[src/rtl/cmac_pkg.sv]
// Shared types and constants for the complex MAC operand issuer / result collector.
package cmac_pkg;
    localparam int CMAC_N    = 16;
    localparam int GROUP_LEN = 4;

    typedef struct packed {
        logic signed [CMAC_N-1:0] re;
        logic signed [CMAC_N-1:0] im;
    } cplx_t;

    typedef struct packed {
        cplx_t a;
        cplx_t b;
    } cpair_t;

    typedef enum logic {
        IDLE  = 1'b0,
        ISSUE = 1'b1
    } issue_state_t;
endpackage

[src/rtl/sync_fifo.sv]
// Single-clock FIFO with show-ahead head word and occupancy count.
module sync_fifo #(
    parameter int WIDTH = 8,
    parameter int DEPTH = 4
) (
    input  logic                       clk,
    input  logic                       rst,
    input  logic                       wr_en,
    input  logic [WIDTH-1:0]           wr_data,
    input  logic                       rd_en,
    output logic [WIDTH-1:0]           rd_data,
    output logic [$clog2(DEPTH):0]     count
);
    localparam int AW = (DEPTH > 1) ? $clog2(DEPTH) : 1;
    localparam int CW = $clog2(DEPTH) + 1;

    logic [WIDTH-1:0] mem [DEPTH];
    logic [AW-1:0]    wr_ptr_reg, rd_ptr_reg;
    logic [CW-1:0]    count_reg;
    logic             rd_ok, wr_ok;

    function automatic logic [AW-1:0] ptr_inc(input logic [AW-1:0] p);
        return (p == AW'(DEPTH - 1)) ? '0 : p + AW'(1);
    endfunction

    // A write into a full FIFO is legal only when the head leaves in the same cycle.
    assign rd_ok   = rd_en && (count_reg != '0);
    assign wr_ok   = wr_en && ((count_reg != CW'(DEPTH)) || rd_ok);
    assign rd_data = (count_reg == '0) ? '0 : mem[rd_ptr_reg];
    assign count   = count_reg;

    always_ff @(posedge clk) begin
        if (wr_ok)
            mem[wr_ptr_reg] <= wr_data;
    end

    always_ff @(posedge clk or posedge rst) begin
        if (rst) begin
            wr_ptr_reg <= '0;
            rd_ptr_reg <= '0;
            count_reg  <= '0;
        end else begin
            if (wr_ok)
                wr_ptr_reg <= ptr_inc(wr_ptr_reg);
            if (rd_ok)
                rd_ptr_reg <= ptr_inc(rd_ptr_reg);
            case ({wr_ok, rd_ok})
                2'b10:   count_reg <= count_reg + CW'(1);
                2'b01:   count_reg <= count_reg - CW'(1);
                default: count_reg <= count_reg;
            endcase
        end
    end
endmodule

[src/rtl/cmac_issue_ctrl.sv]
// Buffers complex operand pairs, issues them to the MAC in gap-free groups of four,
// and collects MAC results under credit control so a result always has a slot.
module cmac_issue_ctrl
    import cmac_pkg::*;
#(
    parameter int N         = 16,
    parameter int IN_DEPTH  = 8,
    parameter int RES_DEPTH = 4
) (
    input  logic         clk,
    input  logic         rst,
    input  logic         s_valid,
    output logic         s_ready,
    input  logic [N-1:0] s_ar,
    input  logic [N-1:0] s_ai,
    input  logic [N-1:0] s_br,
    input  logic [N-1:0] s_bi,
    output logic         mac_en,
    output logic [N-1:0] mac_ar,
    output logic [N-1:0] mac_ai,
    output logic [N-1:0] mac_br,
    output logic [N-1:0] mac_bi,
    input  logic         mac_result_valid,
    input  logic [N-1:0] mac_r_in,
    input  logic [N-1:0] mac_i_in,
    output logic         m_valid,
    input  logic         m_ready,
    output logic [N-1:0] m_r,
    output logic [N-1:0] m_i,
    output logic         err_ovf
);
    localparam int ICW = $clog2(IN_DEPTH) + 1;
    localparam int RCW = $clog2(RES_DEPTH) + 1;
    localparam int BW  = $clog2(GROUP_LEN);

    logic [4*N-1:0]  in_head;
    logic [2*N-1:0]  res_head;
    logic [ICW-1:0]  in_count;
    logic [RCW-1:0]  res_count;
    logic [RCW-1:0]  outstanding_reg, outstanding_next;
    issue_state_t    state_reg, state_next;
    logic [BW-1:0]   beat_reg, beat_next;
    logic            mac_en_reg, mac_en_next;
    logic            err_ovf_reg;
    logic            s_push, m_pop, res_full, res_wr;
    logic            issue_pop, group_start, can_start;

    assign s_ready  = (in_count != ICW'(IN_DEPTH));
    assign s_push   = s_valid & s_ready;
    assign m_valid  = (res_count != '0);
    assign m_pop    = m_valid & m_ready;
    assign res_full = (res_count == RCW'(RES_DEPTH));
    assign res_wr   = mac_result_valid & (~res_full | m_pop);

    // Every issued group plus every held result must fit in the result FIFO.
    assign can_start = (in_count >= ICW'(GROUP_LEN)) &&
                       (({1'b0, outstanding_reg} + {1'b0, res_count}) < (RCW+1)'(RES_DEPTH));

    sync_fifo #(.WIDTH(4*N), .DEPTH(IN_DEPTH)) u_in_fifo (
        .clk     (clk),
        .rst     (rst),
        .wr_en   (s_push),
        .wr_data ({s_ar, s_ai, s_br, s_bi}),
        .rd_en   (issue_pop),
        .rd_data (in_head),
        .count   (in_count)
    );

    sync_fifo #(.WIDTH(2*N), .DEPTH(RES_DEPTH)) u_res_fifo (
        .clk     (clk),
        .rst     (rst),
        .wr_en   (res_wr),
        .wr_data ({mac_r_in, mac_i_in}),
        .rd_en   (m_pop),
        .rd_data (res_head),
        .count   (res_count)
    );

    assign m_r = res_head[2*N-1:N];
    assign m_i = res_head[N-1:0];

    // beat_reg is the index of the next beat; zero in ISSUE means beat 3 is on the bus.
    always_comb begin
        state_next  = state_reg;
        beat_next   = beat_reg;
        mac_en_next = mac_en_reg;
        issue_pop   = 1'b0;
        group_start = 1'b0;
        if ((state_reg == ISSUE) && (beat_reg != '0)) begin
            issue_pop = 1'b1;
            beat_next = (beat_reg == BW'(GROUP_LEN - 1)) ? '0 : beat_reg + BW'(1);
        end else if (can_start) begin
            issue_pop   = 1'b1;
            group_start = 1'b1;
            state_next  = ISSUE;
            beat_next   = BW'(1);
            mac_en_next = 1'b1;
        end else begin
            state_next  = IDLE;
            mac_en_next = 1'b0;
        end
    end

    // Saturates at zero so a stray result after reset cannot underflow the credit count.
    always_comb begin
        outstanding_next = outstanding_reg;
        if (group_start && !mac_result_valid)
            outstanding_next = outstanding_reg + RCW'(1);
        else if (!group_start && mac_result_valid && (outstanding_reg != '0))
            outstanding_next = outstanding_reg - RCW'(1);
    end

    always_ff @(posedge clk or posedge rst) begin
        if (rst) begin
            state_reg       <= IDLE;
            beat_reg        <= '0;
            mac_en_reg      <= 1'b0;
            outstanding_reg <= '0;
            err_ovf_reg     <= 1'b0;
        end else begin
            state_reg       <= state_next;
            beat_reg        <= beat_next;
            mac_en_reg      <= mac_en_next;
            outstanding_reg <= outstanding_next;
            if (mac_result_valid && res_full && !m_pop)
                err_ovf_reg <= 1'b1;
        end
    end

    // Lane 0..3 = ar, ai, br, bi in the packed operand word.
    for (genvar gi = 0; gi < 4; gi++) begin : g_lane
        logic [N-1:0] lane_reg;
        always_ff @(posedge clk or posedge rst) begin
            if (rst)
                lane_reg <= '0;
            else if (issue_pop)
                lane_reg <= in_head[(4-gi)*N-1 -: N];
        end
    end

    assign mac_en  = mac_en_reg;
    assign mac_ar  = g_lane[0].lane_reg;
    assign mac_ai  = g_lane[1].lane_reg;
    assign mac_br  = g_lane[2].lane_reg;
    assign mac_bi  = g_lane[3].lane_reg;
    assign err_ovf = err_ovf_reg;
endmodule

[config.mk]
export PLATFORM = sky130hd
export DESIGN_NAME = cmac_issue_ctrl
export DESIGN_NICKNAME = d
export VERILOG_FILES = /design/src/rtl/cmac_pkg.sv /design/src/rtl/sync_fifo.sv /design/src/rtl/cmac_issue_ctrl.sv
export SDC_FILE = /design/constraint.sdc
export NUM_CORES = 1
export LEC_CHECK = 0
export BUFFER_PORTS_ARGS = -buffer_cell sky130_fd_sc_hd__clkbuf_2
export CORE_MARGIN = 2
export CORE_UTILIZATION = 60
export CTS_CLUSTER_SIZE = 40
export DETAILED_ROUTE_END_ITERATION = 8
export PLACE_DENSITY = 0.79
export SLEW_MARGIN = 25
export SYNTH_ARGS = -nofsm -noshare
export SYNTH_HDL_FRONTEND = slang
export SYNTH_SLANG_ARGS = --single-unit
export TNS_END_PERCENT = 100
[constraint.sdc]
create_clock -name clk -period 10.59 [get_ports clk]
set_clock_uncertainty 0.15 [all_clocks]
set_input_delay 0.5295 -clock clk [delete_from_list [all_inputs] [get_ports clk]]
set_output_delay 0.5295 -clock clk [all_outputs]
set_load 0.05 [all_outputs]
Yosys cells after proc, flatten, opt, wreduce, memory -nomap -nowiden
Memories as Yosys holds them, arrays and structs flattened. Index checks and enable logic that the tools add are counted.

Output and inout port bits: 100. Bits in registers: 88. Input bits: 101. Word-level logic and storage cells: 93. Memories: 2. Bits in writable memories: 640.

Memories: u_in_fifo.mem (depth 8, width 64, rd ports 1, clocked after Yosys merged registers in 0, wr ports 1, RTL line sync_fifo.sv:17) `logic [WIDTH-1:0] mem [DEPTH];`; u_res_fifo.mem (depth 4, width 32, rd ports 1, clocked after Yosys merged registers in 0, wr ports 1, RTL line sync_fifo.sv:17).

Bitwise logic cells: 5. $add $sub $neg: 12. Equality and inequality tests: 12. Mux-type cells: 20. Reduce and logical (&&, ||, !) cells: 26. $lt $le $gt $ge: 2.

Operators with widths (number): 64-bit two-way mux (1); 32-bit two-way mux (1); 3-bit by 1-bit adder with 3-bit output (second input constant) (4); 3-bit two-way mux (4); 1-bit logical AND (11); 2-bit equality test (second input constant) (5); 2-bit two-way mux (5); 2-bit nonzero test (5); 3-bit equality test (second input constant) (3); 4-bit one-hot mux with 2 select lines (1); 1-bit two-way mux (7); 2-bit by 1-bit adder with 2-bit output (second input constant) (3); 3-bit one-hot mux with 2 select lines (1); 3-bit nonzero test (2); 3-bit by 1-bit subtractor with 3-bit output (second input constant) (2); 3-bit by 3-bit adder with 4-bit output (1); 4-bit by 1-bit adder with 4-bit output (second input constant) (1); 2-bit by 1-bit equality test with 1-bit output (second input constant) (2); 4-bit by 3-bit greater-or-equal comparator with 1-bit output (second input constant) (1); 4-bit logical NOT (1); 4-bit by 3-bit < comparator with 1-bit output (second input constant) (1); 4-bit != test (second input constant) (1); 4-bit nonzero test (1); 4-bit by 1-bit subtractor with 4-bit output (second input constant) (1); other kinds (7) (12).

Depth between registers and ports, before layout
Word-level depth: 10. Depth in mapped cells: 15. Mapped depth without buffers: 13.

By module
A second synthesis with hierarchy kept.

Cell total of the unflattened synthesis: 1334. Area total of the unflattened synthesis: 28369.7 µm².

By module, submodules not included: sync_fifo at u_in_fifo (area an instance 20084.3 µm², times used 1, cells an instance 885); sync_fifo at u_res_fifo (area an instance 5376.4 µm², times used 1, cells an instance 257); cmac_issue_ctrl (area an instance 2909.0 µm², times used 1, cells an instance 192).

Least setup slack after synthesis
No wires, ideal clock.

Path kind: register to register. From: register u_in_fifo.count_reg[0] (netlist: u_in_fifo.count[0]). To: memory u_in_fifo.mem[0][0] in the netlist's numbering (enable). Cell stages (with the launch flop): 5. Buffers on the path: 0. Slack: 2.553 ns. Period minus slack after synthesis: 8.037 ns. Setup time: 0.645 ns. Arrival time: 7.242 ns. Path through: dfrtp_1 -> nor3_1 -> nand2_1 -> nand2_1 -> nor4_1.

RTL lines: start, declared (RTL line sync_fifo.sv:19) `logic [CW-1:0] count_reg;`; start signal, assigned (RTL line sync_fifo.sv:48) `2'b10: count_reg <= count_reg + CW'(1);`; start signal, assigned (RTL line sync_fifo.sv:49) `2'b01: count_reg <= count_reg - CW'(1);`; start signal, assigned (RTL line sync_fifo.sv:50) `default: count_reg <= count_reg;`; 4-bit != test * (RTL line cmac_issue_ctrl.sv:48) `assign s_ready = (in_count != ICW'(IN_DEPTH));`; net s_ready (RTL line cmac_issue_ctrl.sv:13) `output logic s_ready,`; 1-bit AND or 1-bit logical OR (tied branches) (RTL line cmac_issue_ctrl.sv:49, sync_fifo.sv:28); 1-bit logical AND * (RTL line sync_fifo.sv:28) `assign wr_ok = wr_en && ((count_reg != CW'(DEPTH)) || rd_ok);`; 1-bit two-way mux * (RTL line sync_fifo.sv:33) `if (wr_ok)`; 1-bit two-way mux (implied by the code) * (RTL line sync_fifo.sv:34) `mem[wr_ptr_reg] <= wr_data;`; end, declared (RTL line sync_fifo.sv:17).

Mark *: on every way through the listed nets, which the timed path passes. The rest lies on a longest branch.

Final worst setup path
From: register outstanding_reg[1]. To: register u_in_fifo.count_reg[3] (netlist: u_in_fifo.count[3]).

Word-level cells in the longest chain between the ends: 10.

RTL lines: start, declared (RTL line cmac_issue_ctrl.sv:40) `logic [RCW-1:0] outstanding_reg, outstanding_next;`; start signal, assigned (RTL line cmac_issue_ctrl.sv:124) `outstanding_reg <= outstanding_next;`; 3-bit by 3-bit adder with 4-bit output * (RTL line cmac_issue_ctrl.sv:57) `(({1'b0, outstanding_reg} + {1'b0, res_count}) < (RCW+1)'(RES_DEPTH));`; 4-bit by 3-bit < comparator with 1-bit output * (RTL line cmac_issue_ctrl.sv:57); 1-bit logical AND * (RTL line cmac_issue_ctrl.sv:56) `assign can_start = (in_count >= ICW'(GROUP_LEN)) &&`; 1-bit two-way mux * (RTL line cmac_issue_ctrl.sv:92) `end else if (can_start) begin`; 1-bit two-way mux * (RTL line cmac_issue_ctrl.sv:89) `if ((state_reg == ISSUE) && (beat_reg != '0)) begin`; 1-bit logical AND * (RTL line sync_fifo.sv:27) `assign rd_ok = rd_en && (count_reg != '0);`; net u_in_fifo.rd_ok (RTL line sync_fifo.sv:20) `logic rd_ok, wr_ok;`; 1-bit logical OR (RTL line sync_fifo.sv:28); 1-bit logical AND (RTL line sync_fifo.sv:28); 2-bit by 1-bit equality test with 1-bit output or 2-bit equality test (tied branches) (RTL line sync_fifo.sv:47) `case ({wr_ok, rd_ok})`; 4-bit one-hot mux with 2 select lines or 2-bit nonzero test (tied branches).

Marks and branches as above. A chain may end at the register's enable or synchronous reset.

==> results by group <==
Status
  • Status: completed

Floorplan
  • Core area: 45400 um^2
  • Initial core utilization: 0.609
  • Die area: 47800 um^2
  • Die Span X: around 220 um
  • Io pins: roughly 200
  • Die height: 219 um
  • FP Rows: 78

Logic synthesis
  • Area fraction of the dominant cell type after synthesis: 0.695
  • Mapped cell area: 27600 um^2
  • Gate Count Post-Synth: 1232
  • Synth area leaders: edfxtp_1, mux4_2, dfrtp_1
  • Post-synth top area cell: edfxtp_1
  • Synth warn: 0
  • Top-count cell post-synth: edfxtp_1
  • FF+latch count, synth: about 730
  • Ys async rst share: 0.121
  • Post-synth EDFFs: 640
  • Top post-synthesis cells by count: edfxtp_1, mux4_2, dfrtp_1
  • Post-synthesis sequential area ratio: 0.775
  • Syn avg cell area: roughly 22 um^2
  • Post-Syn Nets: 1353
  • Synth cell types: 41
  • Top FF cell, synth: edfxtp_1

GRT
  • Initial antenna violation count: 8
  • GR Util met2: 0.415
  • Total track usage: 0.250
  • Busiest layer in global routing: met2
  • Met1 Usage GRT: 0.330
  • Met3 usage: 0.0536
  • Vias in the first global route: 14100
  • Total gr overflow: 0
  • Global-route wire length before repair: 87100 um
  • Largest net degree at the start of global routing: 75

Setup path
  • CP arrival: 5000 ps
  • CP endpoint kind: register
  • Critical path launch point type: register
  • Data required, critical path: approximately 11000 ps
  • Worst r2r src: outstanding_reg[1]
  • Critical path class: reg2reg
  • CP startpoint: outstanding_reg[1]
  • Max Fanout on Critical Path: 68

Power
  • Pwr dens: 315 nW/um^2
  • Leak: roughly 11 nW
  • Power Total: roughly 10 mW
  • Peak VDD IR: 0.241 mV

Placed design
  • Post-DP Area: a little under 30000 um^2
  • Post-place setup slack: 5910 ps
  • Placed insts: ~2000
  • Port Buf Inserts: 200
  • Gpl congestion: 0.755
  • Dpl hpwl: 31000 um

Timing
  • Max-slew headroom: 0.320
  • Fin worst setup slack: just under 6000 ps
  • Slew Viols, Final: 0
  • Setup_tns: 0 ps
  • Final worst path period share: 0.438
  • Final setup viols: 0
  • Unrepaired setup endpoints after global routing: no
  • Fmax: 216 MHz
  • Slew @ Worst Pin: 1020 ps
  • Minimum clock period: 4640 ps
  • Hold_ws: 22.7 ps
  • Hold Fails Final Rpt: 0

Final layout
  • Final Cell Area: between 30000 and 40000 um^2
  • Multi-input gate area: 5910 um^2
  • Filler instances: 2649
  • Max FFs per register: 512
  • Register Area: about 21000 um^2
  • Top reg by flops: u_in_fifo.mem
  • Share of cells above drive strength 1: 0.333
  • Final std cells w/o fill: 2150
  • Top flop regs: u_in_fifo.mem x512, u_res_fifo.mem x128
  • Nets: 1612
  • Fin util: 0.702
  • Area Growth Syn to Fin: 15.2%

Clock network
  • TritonCTS clock tree: yes
  • Skew-Pair Late Insertion Delay: 600 ps
  • Clock-pin slew on the worst setup and hold paths: 60 ps
  • Cts bufs inserted: slightly above 70
  • Bufs on Longest Clock Path: 3
  • CTS H-tree depth: 3
  • CTS Sinks: 728
  • Clock Tree Root: clkbuf_16
  • Resized cells post-CTS: 0

Detailed routing
  • DR DRC count: 0
  • Routed length per instance: 27.2 um
  • Routed WL: 58400 um
  • Vias: 13400
  • ANT nets after route: 0
  • Initial DRC Count: 1198
  • Drt first pass iters: 5
  • Vias/cell: 6.23

Min path
  • Hold Startpoint: mac_r_in[10]
  • Type of the most critical hold path: in2reg

Flow run
  • Max cap viols: 0
==> logic make-up (layout without fill, tap and decap cells) <==
logic type | Yosys count | after routing | share of synthesized area
DFF | 728 | 728 | 0.775
muxes | 235 | 235 | 0.158
AOI/OAI and AO/OA | 84 | 84 | 0.0254
buffers and inverters | 81 | 395 | 0.0136
and+or+nand+nor | 77 | 77 | 0.0161
adders and majority gates | 20 | 20 | 0.00987
xor gates and xnor gates | 7 | 7 | 0.00222
other | 0 | 4 | 0
==> cells in the final DEF (no fill, tap or decap), drive strengths merged, types with 2 or more instances in the layout <==
master | synthesis | final
nand3 | 2 | 2
xnor2 | 4 | 4
dfrtp | 88 | 88
nand2b | 2 | 2
or3 | 2 | 2
diode | 0 | 4
nor3 | 7 | 7
o211ai | 2 | 2
nor4 | 2 | 2
nand2 | 9 | 9
clkbuf | 28 | 291
fa | 3 | 3
edfxtp | 640 | 640
o2bb2ai | 64 | 64
mux2i | 68 | 68
ha | 17 | 17
mux2 | 7 | 7
bufinv | 0 | 6
clkinv | 0 | 25
and2 | 36 | 36
buf | 35 | 27
a21o | 4 | 4
o21ai | 6 | 6
inv | 18 | 23
dlygate4sd3 | 0 | 22
a21oi | 2 | 2
nor2 | 13 | 13
xor2 | 3 | 3
mux4 | 160 | 160
==> worst max-delay path: stages (launching register included) <==
cell	delay, ps
dfrtp_1	430
ha_1	290
and3_1	250
nor3_2	80
nor2_4	80
buf_4	740
inv_2	160
o41ai_4	90
buf_4	800
inv_1	100
ha_1	270
ha_1	300
a21o_1	190
a21oi_1	200
mux2i_1	260
xnor2_1	150
==> final cells by class <==
| class | count | share of cell area |
|---|---|---|
| clock inverter | 37 | 0.0111 |
| antenna | 4 | 0.000314 |
| multi-input combinational | 423 | 0.186 |
| clock buffer | 91 | 0.0591 |
| inverter | 18 | 0.00220 |
| tap | 600 | 0.0236 |
| timing repair buffer | 249 | 0.0452 |
| sequential | 728 | 0.673 |
==> worst paths after layout <==
check	end	slack, ps	cells past startpoint
worst min-delay path	u_res_fifo.mem[1][26]	20	1
worst min register to register	err_ovf	320	1
max in group asynchronous	u_in_fifo.rd_ptr_reg[0]	8860	4
min in group asynchronous	u_res_fifo.rd_ptr_reg[0]	330	3
worst max register to register	u_in_fifo.count[3]	5950	15
worst max-delay path	u_in_fifo.count[3]	5950	15
==> what timing repair did <==
item,CTS,global route
endpoints found under the hold margin,100,0
buffers inserted,0,0
hold buffers,22,0
==> power by group <==
part	total [mW]	leakage, nW	switching, mW	internal, mW
clock	2.45	1.10	1.04	1.41
combinational	3.47	3.11	2.20	1.27
sequential	4.12	6.89	0.386	3.74
==> routing by layer <==
layer  share of wire  routed length [um]
met5         0.00096                  56
met4           0.027                1560
met3           0.075                4400
met2            0.52               30400
met1            0.38               22000
Note: power is estimated with default switching activity, not from simulation.
